## config.mk

```make
export PLATFORM = sky130hd
export DESIGN_NAME = mmio_dispatch
export DESIGN_NICKNAME = d
export VERILOG_FILES = /design/src/rtl/mmio_dispatch_pkg.sv /design/src/rtl/mmio_channel_reg.sv /design/src/rtl/mmio_dispatch.sv
export SDC_FILE = /design/constraint.sdc
export NUM_CORES = 1
export LEC_CHECK = 0
export ABC_AREA = 1
export BUFFER_PORTS_ARGS = -buffer_cell sky130_fd_sc_hd__buf_4
export CAP_MARGIN = 20
export CORE_UTILIZATION = 49
export CTS_CLUSTER_SIZE = 24
export DETAILED_ROUTE_END_ITERATION = 8
export PLACE_DENSITY = 0.8
export SYNTH_ARGS = -nofsm -noshare
export SYNTH_HDL_FRONTEND = slang
export SYNTH_SLANG_ARGS = --single-unit
export TNS_END_PERCENT = 1
```

## constraint.sdc

```tcl
create_clock -name clk -period 1.91 [get_ports clk]
set_clock_uncertainty 0.05 [all_clocks]
set_input_delay 0.0955 -clock clk [delete_from_list [all_inputs] [get_ports clk]]
set_output_delay 0.0955 -clock clk [all_outputs]
set_load 0.01 [all_outputs]
```

## src/rtl/mmio_dispatch_pkg.sv

```systemverilog
// Shared constants and types for the MMIO dispatcher: select codes,
// control-register offsets and the access FSM state encoding.
package mmio_dispatch_pkg;
  localparam logic [7:0] SEL_RAM  = 8'h00;
  localparam logic [7:0] SEL_CTRL = 8'hFF;
  localparam int SEL_LSB       = 16;
  localparam int CTRL_OFS_EN   = 0;
  localparam int CTRL_OFS_PEND = 1;

  typedef enum logic [1:0] {IDLE, RAM_WAIT, RESP} state_t;
endpackage

```

## src/rtl/mmio_channel_reg.sv

```systemverilog
// One peripheral channel: sample holding register plus sticky pending flag.
module mmio_channel_reg #(
  parameter int DATA_W = 16
) (
  input  logic              clk,
  input  logic              rst,
  input  logic              strobe,
  input  logic [DATA_W-1:0] data,
  input  logic              rd_clr,
  input  logic              w1c,
  output logic [DATA_W-1:0] hold,
  output logic              pending
);
  always_ff @(posedge clk) begin
    if (rst) begin
      hold    <= '0;
      pending <= 1'b0;
    end else begin
      if (strobe) hold <= data;
      // a new sample outranks any clear arriving in the same cycle
      if (strobe)              pending <= 1'b1;
      else if (rd_clr || w1c)  pending <= 1'b0;
    end
  end
endmodule

```

## src/rtl/mmio_dispatch.sv

```systemverilog
// Core load/store dispatcher: decodes the select byte, routes to RAM, channel
// holding registers or control, and returns one response per accepted request.
module mmio_dispatch
  import mmio_dispatch_pkg::*;
#(
  parameter int NUM_CH  = 4,
  parameter int DATA_W  = 16,
  parameter int ADDR_W  = 24,
  parameter int RAM_AW  = 15,
  parameter int RAM_LAT = 1
) (
  input  logic                     clk,
  input  logic                     rst,
  input  logic                     req_valid,
  input  logic                     req_we,
  input  logic [ADDR_W-1:0]        req_addr,
  input  logic [DATA_W-1:0]        req_wdata,
  output logic                     req_ready,
  output logic                     rsp_valid,
  output logic [DATA_W-1:0]        rsp_rdata,
  output logic [RAM_AW-1:0]        ram_addr,
  output logic                     ram_we,
  output logic [DATA_W-1:0]        ram_wdata,
  input  logic [DATA_W-1:0]        ram_rdata,
  input  logic [NUM_CH*DATA_W-1:0] ch_data,
  input  logic [NUM_CH-1:0]        ch_strobe,
  output logic [NUM_CH-1:0]        ch_ack,
  output logic                     irq
);
  state_t state_q, state_d;
  logic [1:0] cnt_q, cnt_d;
  logic [7:0] sel;
  logic is_ctrl, is_ch, is_ram, accept;
  logic [NUM_CH-1:0] rd_ch, w1c, pending, irq_en;
  logic [NUM_CH-1:0][DATA_W-1:0] hold;
  logic [DATA_W-1:0] reg_rdata, rdata_d;
  logic rdata_ld;

  assign sel     = req_addr[SEL_LSB +: 8];
  assign is_ctrl = (sel == SEL_CTRL);
  assign is_ch   = (sel != SEL_RAM) && (sel <= 8'(NUM_CH));
  // unmapped selects fall through to RAM
  assign is_ram  = !is_ctrl && !is_ch;

  assign req_ready = (state_q == IDLE) && !rst;
  assign accept    = req_valid && req_ready;
  assign rsp_valid = (state_q == RESP);
  assign ram_addr  = req_addr[RAM_AW-1:0];
  assign ram_wdata = req_wdata;
  assign ram_we    = accept && req_we && is_ram;

  assign w1c = (accept && req_we && is_ctrl && req_addr[0] == 1'(CTRL_OFS_PEND))
             ? req_wdata[NUM_CH-1:0] : '0;

  for (genvar i = 0; i < NUM_CH; i++) begin : g_ch
    assign rd_ch[i] = accept && !req_we && (sel == 8'(i + 1));
    mmio_channel_reg #(.DATA_W(DATA_W)) u_ch (
      .clk     (clk),
      .rst     (rst),
      .strobe  (ch_strobe[i]),
      .data    (ch_data[i*DATA_W +: DATA_W]),
      .rd_clr  (rd_ch[i]),
      .w1c     (w1c[i]),
      .hold    (hold[i]),
      .pending (pending[i])
    );
  end

  always_comb begin
    reg_rdata = '0;
    if (is_ctrl) begin
      if (req_addr[0] == 1'(CTRL_OFS_EN)) reg_rdata[NUM_CH-1:0] = irq_en;
      else                                reg_rdata[NUM_CH-1:0] = pending;
    end else begin
      for (int i = 0; i < NUM_CH; i++)
        if (sel == 8'(i + 1)) reg_rdata = hold[i];
    end
  end

  always_comb begin
    state_d  = state_q;
    cnt_d    = cnt_q;
    rdata_ld = 1'b0;
    rdata_d  = '0;
    case (state_q)
      IDLE: if (accept) begin
        if (!req_we && is_ram) begin
          state_d = RAM_WAIT;
          cnt_d   = 2'(RAM_LAT - 1);
        end else begin
          state_d  = RESP;
          rdata_ld = 1'b1;
          rdata_d  = req_we ? '0 : reg_rdata;
        end
      end
      RAM_WAIT: begin
        if (cnt_q == 2'd0) begin
          state_d  = RESP;
          rdata_ld = 1'b1;
          rdata_d  = ram_rdata;
        end else begin
          cnt_d = cnt_q - 2'd1;
        end
      end
      RESP:    state_d = IDLE;
      default: state_d = IDLE;
    endcase
  end

  always_ff @(posedge clk) begin
    if (rst) begin
      state_q   <= IDLE;
      cnt_q     <= '0;
      rsp_rdata <= '0;
      ch_ack    <= '0;
      irq_en    <= '0;
      irq       <= 1'b0;
    end else begin
      state_q <= state_d;
      cnt_q   <= cnt_d;
      if (rdata_ld) rsp_rdata <= rdata_d;
      ch_ack  <= rd_ch;
      irq     <= |(pending & irq_en);
      if (accept && req_we && is_ctrl && req_addr[0] == 1'(CTRL_OFS_EN))
        irq_en <= req_wdata[NUM_CH-1:0];
    end
  end
endmodule

```

== Yosys cells after proc, flatten, opt, wreduce, memory -nomap -nowiden ==
Cells that the tools add are included.

* $add $sub $neg: 1
* $lt $le $gt $ge: 1
* Eq/ne operators: 11
* Multiplexer cells: 33
* Bitwise gates (word level): 2
* Reductions and logical operators: 34

{| class="wikitable"
|+ Operators with widths
! operator !! count
|-
| $mux W16 || 8
|-
| $pmux W16 S2 || 1
|-
| $eq A8 B2 Y1 const B || 2
|-
| $logic_and A1 B1 Y1 || 15
|-
| $mux W12 || 1
|-
| $mux W2 || 6
|-
| $mux W4 || 3
|-
| $mux W1 || 11
|-
| $reduce_bool A2 Y1 || 5
|-
| $eq A8 B1 Y1 const B || 1
|-
| $eq A8 B3 Y1 const B || 1
|-
| $eq A8 B8 Y1 const B || 1
|-
| $le A8 B3 Y1 const B || 1
|-
| $pmux W2 S2 || 2
|-
| $reduce_bool A8 Y1 || 1
|-
| $ne A2 B2 Y1 const B || 3
|-
| $and A4 B4 Y4 || 1
|-
| $logic_not A1 Y1 || 4
|-
| $logic_not A2 Y1 || 2
|-
| $logic_or A1 B1 Y1 || 4
|-
| $reduce_and A4 Y1 || 1
|-
| $reduce_or A4 Y1 || 1
|-
| $eq A2 B1 Y1 const B || 1
|-
| $eq A2 B2 Y1 const B || 1
|-
| other kinds (5) || 5
|}

* Flip-flop bits (word level): 97
* Input port bits: 128
* Output and inout bits: 55
* Word-level logic and storage cells: 96

== Depth between registers and ports, before layout ==
* Depth after elaboration: 10
* Gate-level depth with buffers: 13
* Gate-level depth less buffers: 13

== Hierarchy ==
From an unflattened synthesis, not the netlist that was laid out.

* Cells, all modules: 715
* Area total of the unflattened synthesis: 5,262.5 sq um

{| class="wikitable"
|+ Modules (own cells, without submodules)
! module !! times used !! cells an instance !! area an instance (sq um) !! sequential area each (sq um)
|-
| mmio_channel_reg || 4 || 75 || 684.4 || 340.3
|-
| mmio_dispatch || 1 || 415 || 2,524.9 || 580.6
|}

== Worst setup path after synthesis ==
No wires, ideal clock.

* Kind: reg2reg
* Start point: register cnt_q[0]
* End point: register rsp_rdata[14]
* Setup time: 117 ps
* Data arrival time: 1,331 ps
* Data required time: 1,743 ps
* Slack: 412 ps
* Stages on the path, launching flop included: 11
* Path through: dfxtp_1 inv_1 ha_1 inv_1 nor2_2 inv_2 nand2_4 buf_4 nand2_1 nor2_1 nor2_1

* Word-level cells in the longest chain between the ends: 3
* Elaborated cells on any way between the ends: 5
* Those cells by class: mux: 4; reduce/logical: 1

{| class="wikitable"
|+ Ends and longest elaborated chain
! item !! line !! source
|-
| from (decl) || mmio_dispatch.sv:31 || <nowiki>logic [1:0] cnt_q, cnt_d;</nowiki>
|-
| from (signal assigned) || mmio_dispatch.sv:120 || <nowiki>cnt_q <= cnt_d;</nowiki>
|-
| $logic_not A2 Y1 (*) || mmio_dispatch.sv:97 || <nowiki>if (cnt_q == 2'd0) begin</nowiki>
|-
| $mux W16 / $mux W1 (equally long branches) || mmio_dispatch.sv:97 ||
|-
| $pmux W16 S2 / $pmux W1 S2 (equally long branches) || mmio_dispatch.sv:85 || <nowiki>case (state_q)</nowiki>
|-
| to (signal assigned) || mmio_dispatch.sv:121 || <nowiki>if (rdata_ld) rsp_rdata <= rdata_d;</nowiki>
|-
| to (decl) || mmio_dispatch.sv:20 || <nowiki>output logic [DATA_W-1:0] rsp_rdata,</nowiki>
|}

Every way passes the cells marked *; elsewhere a longest branch is shown, timed or not.
A chain may end at the register's enable or synchronous reset.

==> qor.yml <==
final_layout:
  design_area_sq_um: 6560
  nets: 1000
  antenna_cells: 0
  syn2layout_area_growth_pct: 40.2
  drive_above_1_share_pct: 19.2
floorplanning:
  initial_utilization_pct: 50.6
  core_area_sq_um: 9240
  rows: 35
  fp.dieH_um: 99.7
  die-area_sq_um: 9940
  die_width_um: 99.7
  ios: 183
yosys:
  synth_nets: 825
  ys_top_cells_by_area: "dfxtp_1 42%, nor2_1 15%, o21ai_0 12%"
  avgSynthCellArea_sq_um: 6.72
  yosys-top-cells-count: "187 x nor2_1, 109 x o21ai_0, 97 x dfxtp_1"
  yosysSeqAreaShare_pct: 41.5
  ys_warn_count: 0
  synth_top_cell_area_share_pct: 41.5
  synth_edf_count: 0
  synth_area_sq_um: 4680
  async_flop_share_pct: 0
  synth_cell_type_count: 30
  ys_seq_elements: 97
  yosysMostFrequentCell: "nor2_1"
  synthFlopType: "dfxtp_1"
  synth.largest_area_cell: "dfxtp_1"
  synthCells: 696
clocking:
  cts_root_buffer: "clkbuf_8"
  cts_buffer_depth: 2
  cts_setup_buffers: 0
  clk_latency_ns: 0.37
  cts_buffers: 9
  cts_tree: "yes"
  clk_pin_slew_ns: 0.09
  htree_num_levels: 3
  clkSinkCount: 97
sta:
  finalMaxSlewViolations: 0
  whs_ns: 0.000105
  period_share_pct: 94.2
  setup_tns_ns: 0
  hold_viol: 0
  worst_pin_slew_ns: 0.756
  period_minus_slack_ns: 1.80
  finalSetupViolCount: 0
  fmaxAchievable_mhz: 556
  slew_headroom_pct: 49.5
  rsz0062_at_grt: "false"
status:
  status: "complete, no violations"
hold_path:
  hold_path_class: "in2reg"
power_and_ir_drop:
  pwr-share-clk_pct: 30.7
  seq_power_share_pct: 51.6
  netSwitchingPower_uw: 1120
  p_per_area_nw_per_um2: 649
  internal-power_uw: 3140
  swShare_pct: 26.3
  p_leak_uw: 0.00308
  power_uw: 4260
  worst_ir_drop_vdd_v: 0.000402
  p_comb_share_pct: 17.7
critical_path:
  path_cells: "dlygate4sd3_1, buf_4, inv_2, buf_12, o21ai_0, nor2_1, dlygate4sd3_1"
  crit_type: "in2reg"
  critPathMaxStageDelay_ns: 0.57
  critPathRequiredTime_ns: 2.16
  cp_slowest_cell: "dlygate4sd3_1"
  rr_endpoint: "rsp_rdata[13]"
  cp-endpoint: "g_ch[1].u_ch.hold[6]"
  cp_common_cell: "dlygate4sd3_1"
  reg2reg_slack_ns: 0.28
  r2r_cells: 9
  critPathArrivalTime_ns: 2.05
  critPathCaptureType: "register"
  path_max_fanout: 55
  cp-start-kind: "input port"
  r2r-start: "state_q[1]"
  cp-startpoint: "rst"
placement:
  hpwl_um: 8790
  io_buffer_count: 129
  placed_cell_area_sq_um: 5510
  gp_congestion: 0.918
global_routing:
  antenna_found_initial: 0
  grt_overflow: 0
  grtUsageTotal_pct: 28.6
  grt_max_degree: 56
  grt_pass1_wl_um: 22400
  grt_pass1_vias: 4911
routing:
  antenna_left: 0
  dr_total_vias: 5112
  wire_per_inst_um: 13.9
  totalWireLength_um: 14000
  drt-initial-drc-count: 390
  route.detailed.drc: 0
  firstDrtPassIters: 5
  viasPerCell: 5.09
run:
  drv_cap: 0
[placed cells by master, fill, tap and decap left out, types with 3 or more instances in the layout]
cell / count
a21oi_1: 28
inv_2: 4
nand2_1: 90
nor2_1: 187
nand4_1: 4
dlygate4sd3_1: 86
o21ai_0: 109
buf_4: 137
nand2_4: 3
dfxtp_1: 97
nand2_2: 4
clkbuf_8: 9
nand3_1: 35
o21ai_1: 5
clkinv_1: 3
inv_1: 54
[timing repair]
action	4_1_cts	5_1_grt
endpoints found under the hold margin	84	1
endpoints found under the setup margin	0	7
hold buffers	85	1
resized for setup	0	1
[power by group through the flow]
| stage | sequential (uW) | combinational, uW | clock [uW] |
|---|---|---|---|
| 2_1_floorplan | 2240 | 357 | 0 |
| 3_3_place_gp | 2240 | 568 | 0 |
| 3_5_place_dp | 2240 | 582 | 0 |
| 4_1_cts | 2200 | 730 | 1310 |
| 5_1_grt | 2210 | 828 | 1400 |
| 6_report | 2200 | 754 | 1310 |
[worst max-delay path, delay by kind of cell]
family | cells | cell delay (ns)
simple gates | 1 | 0.13
compound gates | 1 | 0.13
buf+inv | 5 | 1.66
[cell type report]
| type | count | area (sq um) |
|---|---|---|
| clock buffers | 10 | 128 |
| clock inverters | 5 | 56.3 |
| fillers | 710 | 2680 |
| inverters | 61 | 229 |
| multi-input cells | 478 | 2130 |
| flip-flops and latches | 97 | 1940 |
| well taps | 129 | 161 |
| repair buffers | 224 | 1910 |
[routing by layer]
metal	GRT usage (%)	wire length, um	up-vias
met3	4.64	956	45
met5	0	0	-
met1	35.2	5950	2310
met4	12.3	415	0
li1	-	-	2523
met2	49.3	6650	234
[per-stage QoR]
| stage | utilization, % | cells | setup WS (ns) |
|---|---|---|---|
| 2_1_floorplan | - | 696 | 0.412 |
| 3_3_place_gp | 59.6 | 903 | 0.284 |
| 3_5_place_dp | 59.6 | 903 | 0.204 |
| 4_1_cts | 70.8 | 1003 | 0.136 |
| 5_1_grt | 71.0 | 1004 | 0.0595 |
| 6_report | 71.0 | 1004 | 0.111 |
[flip-flops by register name, indices dropped and copies added (netlist names)]
name	cells
irq_en	4
ch_ack	4
state_q	2
g_ch.u_ch.pending	4
irq	1
g_ch.u_ch.hold	64
rsp_rdata	16
cnt_q	2
[kinds of logic (layout without fill, tap and decap cells)]
group	count (synthesis)	after routing	share of synthesized area [%]
simple gates	332	332	29.5
compound gates	144	144	15.5
buf+inv	121	300	13.0
flops	97	97	41.5
fa+ha+maj	1	1	0.267
mux	1	1	0.214
[worst min path at each step]
stage / from / end / cells past startpoint
floorplan: rst / req_ready / 1
global placement: req_addr[1] / ram_addr[1] / 0
detailed placement: req_addr[1] / ram_addr[1] / 0
CTS: ch_data[28] / g_ch[1].u_ch.hold[12] / 3
global route: ram_rdata[14] / rsp_rdata[14] / 5
finish: ram_rdata[2] / rsp_rdata[2] / 5
No activity file was read; power rests on OpenSTA's default activity.
